## src/rtl/pipe_seq_if.sv

```systemverilog
// Program-load / run-control bus between a host and pipe_sequencer.
// start and prog_we are single-cycle strobes accepted only while the sequencer is IDLE; there is no back-pressure.
interface pipe_seq_if #(
  parameter int DEPTH = 16
);
  localparam int AW = $clog2(DEPTH);

  logic          prog_we;
  logic [AW-1:0] prog_addr;
  logic [7:0]    prog_data;
  logic [AW:0]   prog_len;
  logic          start;
  logic [7:0]    inst;
  logic          busy;
  logic          done;
  logic [7:0]    stall_cnt;

  modport master (
    output prog_we, prog_addr, prog_data, prog_len, start,
    input  inst, busy, done, stall_cnt
  );

  modport slave (
    input  prog_we, prog_addr, prog_data, prog_len, start,
    output inst, busy, done, stall_cnt
  );
endinterface

```

## src/rtl/pipe_sequencer.sv

```systemverilog
// Issues a stored program of one-hot instruction words to the MAC pipeline,
// inserting NOP bubbles so loads, MACs and writes keep their minimum spacing.
module pipe_sequencer #(
  parameter int DEPTH    = 16,
  parameter int LOAD_LAT = 2,
  parameter int MAC_LAT  = 3,
  parameter int DRAIN    = 4
) (
  input  logic       clk,
  input  logic       reset,
  pipe_seq_if.slave  bus,
  output logic [1:0] fsm_state
);
  localparam int AW = $clog2(DEPTH);

  // One-hot instruction bit positions used by the pipeline.
  localparam int NOP      = 0;
  localparam int LD_DATA  = 1;
  localparam int LD_COEFF = 2;
  localparam int ADD      = 3;
  localparam int MULT     = 4;
  localparam int WRITE    = 5;

  localparam logic [7:0] NOP_W      = 8'(1 << NOP);
  localparam logic [7:0] LOAD_LAT_W = 8'(LOAD_LAT);
  localparam logic [7:0] MAC_LAT_W  = 8'(MAC_LAT);
  localparam logic [7:0] DRAIN_LAST = 8'(DRAIN - 1);

  typedef enum logic [1:0] {
    S_IDLE  = 2'd0,
    S_RUN   = 2'd1,
    S_DRAIN = 2'd2
  } state_t;

  state_t        state, state_nxt;
  logic [7:0]    mem [DEPTH];
  logic [AW-1:0] pc, pc_nxt;
  logic [AW:0]   len_q, len_nxt;
  logic [AW:0]   pc_inc;
  logic [7:0]    stall_q, stall_nxt;
  logic [7:0]    drain_cnt, drain_nxt;
  logic [7:0]    since_ld, since_mac;
  logic [7:0]    inst_q, inst_nxt;
  logic          busy_q, busy_nxt;
  logic          done_q, done_nxt;
  logic [7:0]    w, w_eff;
  logic          has_ld, has_mac, has_wr, hazard;
  logic          issue_ld, issue_mac;

  function automatic logic [7:0] sat_inc(input logic [7:0] v);
    return (v == 8'hFF) ? 8'hFF : v + 8'd1;
  endfunction

  // Program memory has no reset: it survives a mid-run abort.
  always_ff @(posedge clk) begin
    if (state == S_IDLE && bus.prog_we)
      mem[bus.prog_addr] <= bus.prog_data;
  end

  always_comb begin
    w       = mem[pc];
    w_eff   = (w == 8'd0) ? NOP_W : w;
    has_ld  = w[LD_DATA] | w[LD_COEFF];
    has_mac = w[ADD] | w[MULT];
    has_wr  = w[WRITE];
    hazard  = (has_mac && (since_ld < LOAD_LAT_W)) ||
              (has_wr && (since_mac < MAC_LAT_W));
    pc_inc  = {1'b0, pc} + 1'b1;
  end

  always_comb begin
    state_nxt = state;
    pc_nxt    = pc;
    len_nxt   = len_q;
    stall_nxt = stall_q;
    drain_nxt = drain_cnt;
    inst_nxt  = NOP_W;
    busy_nxt  = 1'b0;
    done_nxt  = 1'b0;
    issue_ld  = 1'b0;
    issue_mac = 1'b0;

    case (state)
      S_IDLE: begin
        if (bus.start) begin
          len_nxt   = bus.prog_len;
          stall_nxt = 8'd0;
          pc_nxt    = '0;
          drain_nxt = 8'd0;
          state_nxt = (bus.prog_len == '0) ? S_DRAIN : S_RUN;
        end
      end

      S_RUN: begin
        busy_nxt = 1'b1;
        if (hazard) begin
          stall_nxt = sat_inc(stall_q);
        end else begin
          inst_nxt  = w_eff;
          issue_ld  = has_ld;
          issue_mac = has_mac;
          pc_nxt    = pc_inc[AW-1:0];
          if (pc_inc == len_q) begin
            state_nxt = S_DRAIN;
            drain_nxt = 8'd0;
          end
        end
      end

      S_DRAIN: begin
        busy_nxt = 1'b1;
        if (drain_cnt == DRAIN_LAST) begin
          done_nxt  = 1'b1;
          state_nxt = S_IDLE;
        end else begin
          drain_nxt = drain_cnt + 8'd1;
        end
      end

      default: state_nxt = S_IDLE;
    endcase
  end

  always_ff @(posedge clk) begin
    if (reset) begin
      state     <= S_IDLE;
      pc        <= '0;
      len_q     <= '0;
      stall_q   <= 8'd0;
      drain_cnt <= 8'd0;
      inst_q    <= NOP_W;
      busy_q    <= 1'b0;
      done_q    <= 1'b0;
      since_ld  <= 8'hFF;
      since_mac <= 8'hFF;
    end else begin
      state     <= state_nxt;
      pc        <= pc_nxt;
      len_q     <= len_nxt;
      stall_q   <= stall_nxt;
      drain_cnt <= drain_nxt;
      inst_q    <= inst_nxt;
      busy_q    <= busy_nxt;
      done_q    <= done_nxt;
      // Counters always age; a word holding both a load and a MAC restarts both.
      since_ld  <= issue_ld  ? 8'd1 : sat_inc(since_ld);
      since_mac <= issue_mac ? 8'd1 : sat_inc(since_mac);
    end
  end

  assign bus.inst      = inst_q;
  assign bus.busy      = busy_q;
  assign bus.done      = done_q;
  assign bus.stall_cnt = stall_q;
  assign fsm_state     = state;
endmodule
```

## src/flat_wrapper.sv

```systemverilog
// flat-port wrapper written by rule: the top's interface ports become plain ports
module pipe_sequencer_flat 
#(
  parameter int DEPTH    = 16,
  parameter int LOAD_LAT = 2,
  parameter int MAC_LAT  = 3,
  parameter int DRAIN    = 4
)
  (clk, reset, fsm_state, bus_prog_we, bus_prog_addr, bus_prog_data, bus_prog_len, bus_start, bus_inst, bus_busy, bus_done, bus_stall_cnt);
  pipe_seq_if #(.DEPTH(DEPTH)) bus_i ();
  input  logic clk;
  input  logic reset;
  output logic [1:0] fsm_state;
  input wire logic [$bits(bus_i.prog_we)-1:0] bus_prog_we;
  input wire logic [$bits(bus_i.prog_addr)-1:0] bus_prog_addr;
  input wire logic [$bits(bus_i.prog_data)-1:0] bus_prog_data;
  input wire logic [$bits(bus_i.prog_len)-1:0] bus_prog_len;
  input wire logic [$bits(bus_i.start)-1:0] bus_start;
  output wire logic [$bits(bus_i.inst)-1:0] bus_inst;
  output wire logic [$bits(bus_i.busy)-1:0] bus_busy;
  output wire logic [$bits(bus_i.done)-1:0] bus_done;
  output wire logic [$bits(bus_i.stall_cnt)-1:0] bus_stall_cnt;
  assign bus_i.prog_we = bus_prog_we;
  assign bus_i.prog_addr = bus_prog_addr;
  assign bus_i.prog_data = bus_prog_data;
  assign bus_i.prog_len = bus_prog_len;
  assign bus_i.start = bus_start;
  assign bus_inst = bus_i.inst;
  assign bus_busy = bus_i.busy;
  assign bus_done = bus_i.done;
  assign bus_stall_cnt = bus_i.stall_cnt;
  pipe_sequencer #(.DEPTH(DEPTH), .LOAD_LAT(LOAD_LAT), .MAC_LAT(MAC_LAT), .DRAIN(DRAIN)) u_core (.clk(clk), .reset(reset), .bus(bus_i), .fsm_state(fsm_state));
endmodule
```

## config.mk

```make
export PLATFORM = sky130hd
export DESIGN_NAME = pipe_sequencer_flat
export DESIGN_NICKNAME = d
export VERILOG_FILES = /design/src/rtl/pipe_seq_if.sv /design/src/rtl/pipe_sequencer.sv /design/src/flat_wrapper.sv
export SDC_FILE = /design/constraint.sdc
export NUM_CORES = 1
export LEC_CHECK = 0
export CAP_MARGIN = 20
export CORE_MARGIN = 2
export CORE_UTILIZATION = 64
export CTS_CLUSTER_DIAMETER = 100
export DETAILED_ROUTE_END_ITERATION = 10
export PLACE_DENSITY = 0.84
export SETUP_SLACK_MARGIN = 0.02
export SLEW_MARGIN = 20
export SYNTH_ARGS = -nofsm -noshare
export SYNTH_HDL_FRONTEND = slang
export SYNTH_SLANG_ARGS = --single-unit
```

## constraint.sdc

```tcl
create_clock -name clk -period 8.5 [get_ports clk]
set_clock_uncertainty 0.2 [all_clocks]
set_input_delay 0.85 -clock clk [delete_from_list [all_inputs] [get_ports clk]]
set_output_delay 0.85 -clock clk [all_outputs]
set_load 0.05 [all_outputs]
```

# Yosys cells after proc, flatten, opt, wreduce, memory -nomap -nowiden
# Memory sizes are Yosys's and may differ from the RTL's. A register that Yosys moved wholly into a read port is not among the register bits.
# Index checks and enable logic that the tools add are counted.
[classes] eq_ne=13 n_reduce_logical=19 order_cmp=2 bitwise_logic=4 addsub=5 n_mux=31
[op_table] op="$mux W8" n=10
[op_table] op="$add A8 B1 Y8 const B" n=4
[op_table] op="$eq A8 B8 Y1 const B" n=3
[op_table] op="$pmux W8 S3" n=1
[op_table] op="$lt A8 B2 Y1 const B" n=2
[op_table] op="$mux W4" n=4
[op_table] op="$pmux W8 S2" n=1
[op_table] op="$mux W2" n=5
[op_table] op="$eq A8 B2 Y1 const B" n=1
[op_table] op="$logic_not A8 Y1" n=1
[op_table] op="$mux W1" n=8
[op_table] op="$pmux W4 S2" n=1
[op_table] op="$ne A2 B1 Y1 const B" n=3
[op_table] op="$ne A2 B2 Y1 const B" n=3
[op_table] op="$pmux W2 S3" n=1
[op_table] op="$reduce_and A3 Y1" n=2
[op_table] op="$reduce_or A3 Y1" n=2
[op_table] op="$add A4 B1 Y5 const B" n=1
[op_table] op="$eq A5 B5 Y1" n=1
[op_table] op="$logic_not A5 Y1" n=1
[op_table] op="$reduce_and A5 Y1" n=1
[op_table] op="$reduce_and A4 Y1" n=1
[op_table] op="$reduce_or A2 Y1" n=2
[op_table] op="$reduce_or A4 Y1" n=1
[op_table] op="other kinds (10)" n=14
[word_totals] output_inout_bits=20 ram_bits=128 memories=1 input_bits=21 reg_bits=53
[memory_table] memory="u_core.mem" depth=16 width=8 rd=1 rd_ports_with_merged_regs=1 wr=1 line_no="pipe_sequencer.sv:36" source="logic [7:0] mem [DEPTH];"

# Logic depth before layout (Yosys ltp)
[depth] depth_word=7 mapped_depth=10 depth_no_buf=8

# Worst setup path before layout
# No wires, ideal clock.
[synth_timing] path_type="register -> register" start="register u_core.state[0] (netlist: u_core.fsm_state[0])" end="memory u_core.mem[0][0], enable pin" slack_ps=5692 setup_ps=383 arrival_time_ps=2225 period_less_slack_ps=2808 required_time_ps=7917 path_stages_with_launch=7 path_buffers=1 cell_sequence="dfxtp_1 inv_1 ha_1 clkbuf_1 nand2_1 or3_1 nor3_1"
[synth_between] elab_chain_cells=4
[synth_lines] element="from (decl)" line_no="pipe_sequencer.sv:35" source="state_t state, state_nxt;"
[synth_lines] element="from (signal assigned)" line_no="pipe_sequencer.sv:137" source="state <= state_nxt;"
[synth_lines] element="$logic_not A2 Y1" line_no="pipe_sequencer.sv:56" source="if (state == S_IDLE && bus.prog_we)"
[synth_lines] element="$logic_and A1 B1 Y1" line_no="pipe_sequencer.sv:56"
[synth_lines] element="$mux W1" line_no="pipe_sequencer.sv:56"
[synth_lines] element="$mux W1 (implied by the code)" line_no="pipe_sequencer.sv:57" source="mem[bus.prog_addr] <= bus.prog_data;"
[synth_lines] element="to (decl)" line_no="pipe_sequencer.sv:36"
# Every way passes these cells.

==> qor.yml <==
logic_synthesis:
  synth_compound_area_frac: 0.0799
  syn_nets: 571
  synth_warnings: 0
  synth_top_family_by_area: "simple AND/OR/NAND/NOR gates"
  synthAdderAreaFrac: 0.0146
  yosys-top-cells-area: "edfxtp_1, dfxtp_1, mux4_2"
  synthCells: 541
  synth.distinct_cells: 59
  synth_seq_cells: 185
  async_flop_share: 0
  yosysSeqAreaShare: 0.647
  synth_mux_area_frac: 0.113
  netlist_area_um2: 7710
  synth_top_area_cell: "edfxtp_1"
  post-synth-top-count-cell: "edfxtp_1"
  synth_edf_count: 128
  synth-simple-area-share: 0.114
  synth_top_area_share: 0.499
  avgSynthCellArea_um2: 14.2
  ys_top_cells_by_count: "edfxtp_1, dfxtp_1, nor2_1"
  ys.flop_type: "edfxtp_1"
  synth_xor_area_frac: 0.0102
floorplanning:
  core_area_um2: 11900
  row_count: 40
  die_w_um: 114
  initial_utilization: 0.650
  io_pins: 41
  die_area_um2: 12900
  fp.dieH_um: 114
place:
  dp_hpwl_um: 10200
  dp_slack_ps: 4910
  gp_congestion: 0.925
  dp.cells: 712
  portBuffers: 40
clock_network:
  cts_setup_buffers: 0
  cts-buffers-inserted: 17
  clockBufferDepth: 2
  cts_tree: "built"
  htreeDepth: 4
  clk_pin_slew_ps: 70
  clock_latency_ps: 440
  cts_hold_buf: 0
  clock_sinks: 185
  post_cts_resized: 0
  cts-root-buf: "clkbuf_16"
worst_setup_path:
  path_cells: "mux4_2, nor2_1, o32a_1, nand3b_2, a31oi_2, a41oi_1, a211oi_1"
  path_buf_inv: 0
  cp_max_fo: 17
  cp_slowest_cell: "dfxtp_1"
  critPathKind: "flip-flop to flip-flop"
  r2r-end: "u_core.bus.stall_cnt[7]$_SDFFE_PP0P_"
  critPathArrivalTime_ps: 3520
  path_delay_family: "compound AO/OA/AOI/OAI gates"
  slowest_delay_ps: 890
  start_kind: "flip-flop"
  critPathCaptureType: "flip-flop"
  r2r.worst_path.cells: 7
  required_ps: 8650
  r2r_slack_ps: 5130
flow_run:
  maxCapViolCount: 0
min_path:
  min_path_type: "flip-flop to flip-flop"
  holdPathEnd: "u_core.len_q[0]$_SDFFE_PP0P_"
  holdPathStages: 2
  min-delay-start: "u_core.len_q[0]$_SDFFE_PP0P_"
sta:
  worstMarginPinSlew_ps: 999
  worst_hold_slack_ps: 285
  setup_slack_ps: 5130
  slew_headroom: 0.331
  setup-violations-final: 0
  min_period_over_period: 0.396
  maxSlewViolCount: 0
  layout_min_cycle_time_ps: 3370
  finalHoldViolations: 0
  finalSetupTns_ps: 0
  grt_setup_unrepaired: "no"
  clock.fmax_ghz: 0.297
finish:
  nets: 614
  drive_gt1_frac: 0.131
  stdcell_count: 744
  multi_input_area_um2: 2560
  register_area_um2: 4990
  diodes: 0
  fill_cells: 697
  area_growth_pct: 14.0
global_routing:
  grt_overflow: 0
  antenna_found_initial: 0
  grt_pass1_vias: 4576
  grt_pass1_wl_um: 25400
  track_usage: 0.267
  grt_max_degree: 36
drt:
  wire_per_inst_um: 21.3
  via_count: 4833
  totalWireLength_um: 15800
  first_pass_iters: 6
  via_per_inst: 6.50
  drc_errors: 0
  drtIter0Drc: 556
  antenna_left: 0
status:
  status: "finished, final reports clean"
pwr:
  p_leak_nw: 2.92
  p_total_w: 0.00233
  ir_drop_mv: 0.203
  p_per_area_nw_per_um2: 265
==> layout by cell type, fill, tap and decap left out, drive strengths merged, types with 20 or more instances in the layout <==
cell             n
a21oi           20
clkdlybuf4s50   40
dfxtp           57
edfxtp         128
inv             20
mux4            35
nand2           36
nand3           28
nor2            40
o21ai           21
==> sequential cells by signal, summed over array words and instances, names as in the netlist, 4 cells and up, named ones only <==
register / count
u_core.drain_cnt: 8
u_core.len_q: 5
u_core.bus.inst: 8
u_core.bus.stall_cnt: 8
u_core.pc: 4
u_core.since_ld: 8
u_core.since_mac: 8
u_core.mem: 128
==> where the power goes <==
group	total [W]	switching [W]	internal, W
combinational	0.000473	0.000275	0.000198
clock	0.000760	0.000347	0.000412
sequential	0.00109	0.0000673	0.00103
==> cell type report <==
cell class,instances,share of cell area
Clock inverter,13,0.0150
Multi-Input combinational cell,323,0.292
Sequential cell,185,0.568
Inverter,12,0.00513
Timing Repair Buffer,45,0.0499
Tap cell,147,0.0209
Clock buffer,19,0.0493
==> worst max-delay path by stage <==
stage,start,endpoint,slack (ps),cells past startpoint
6_report,flip-flop,u_core.bus.stall_cnt[7]$_SDFFE_PP0P_,5130,7
2_1_floorplan,u_core.fsm_state[0]$_SDFFE_PP0P_,u_core.mem[0][0]$_DFFE_PP_,5690,6
4_1_cts,flip-flop,u_core.since_mac[4]$_SDFF_PP1_,4870,7
3_3_place_gp,flip-flop,u_core.bus.stall_cnt[7]$_SDFFE_PP0P_,4990,7
3_5_place_dp,flip-flop,u_core.bus.stall_cnt[7]$_SDFFE_PP0P_,4910,7
5_1_grt,flip-flop,u_core.bus.stall_cnt[3]$_SDFFE_PP0P_,4840,7
==> per-layer routing <==
metal | global-route usage | vias up | share of wire
met3 | 0.0659 | 28 | 0.057
li1 | - | 2196 | -
met1 | 0.351 | 2414 | 0.41
met2 | 0.446 | 195 | 0.52
met4 | 0.0813 | 0 | 0.017
met5 | 0 | - | 0
==> kinds of logic after synthesis <==
group                    Yosys count
flip-flops                       185
AND/OR/NAND/NOR                  173
AO/OA/AOI/OAI                     92
multiplexers                      40
buffers and inverters             33
XOR/XNOR                           9
adder cells (fa/ha/maj)            9
==> worst reg2reg max path, stage by stage, from the launching register on <==
cell      delay (ps)
dfxtp_1          890
mux4_2           350
nor2_1            50
o32a_1           400
nand3b_2         300
a31oi_2          640
a41oi_1          230
a211oi_1         230
==> metrics by stage <==
| stage | util | cell area (um2) |
|---|---|---|
| after floorplan | - | 7710 |
| after global placement | 0.693 | 8220 |
| after detailed placement | 0.693 | 8220 |
| after CTS | 0.740 | 8780 |
| after global routing | 0.740 | 8780 |
| final | 0.740 | 8780 |
Power figures use the tool's default switching activity.
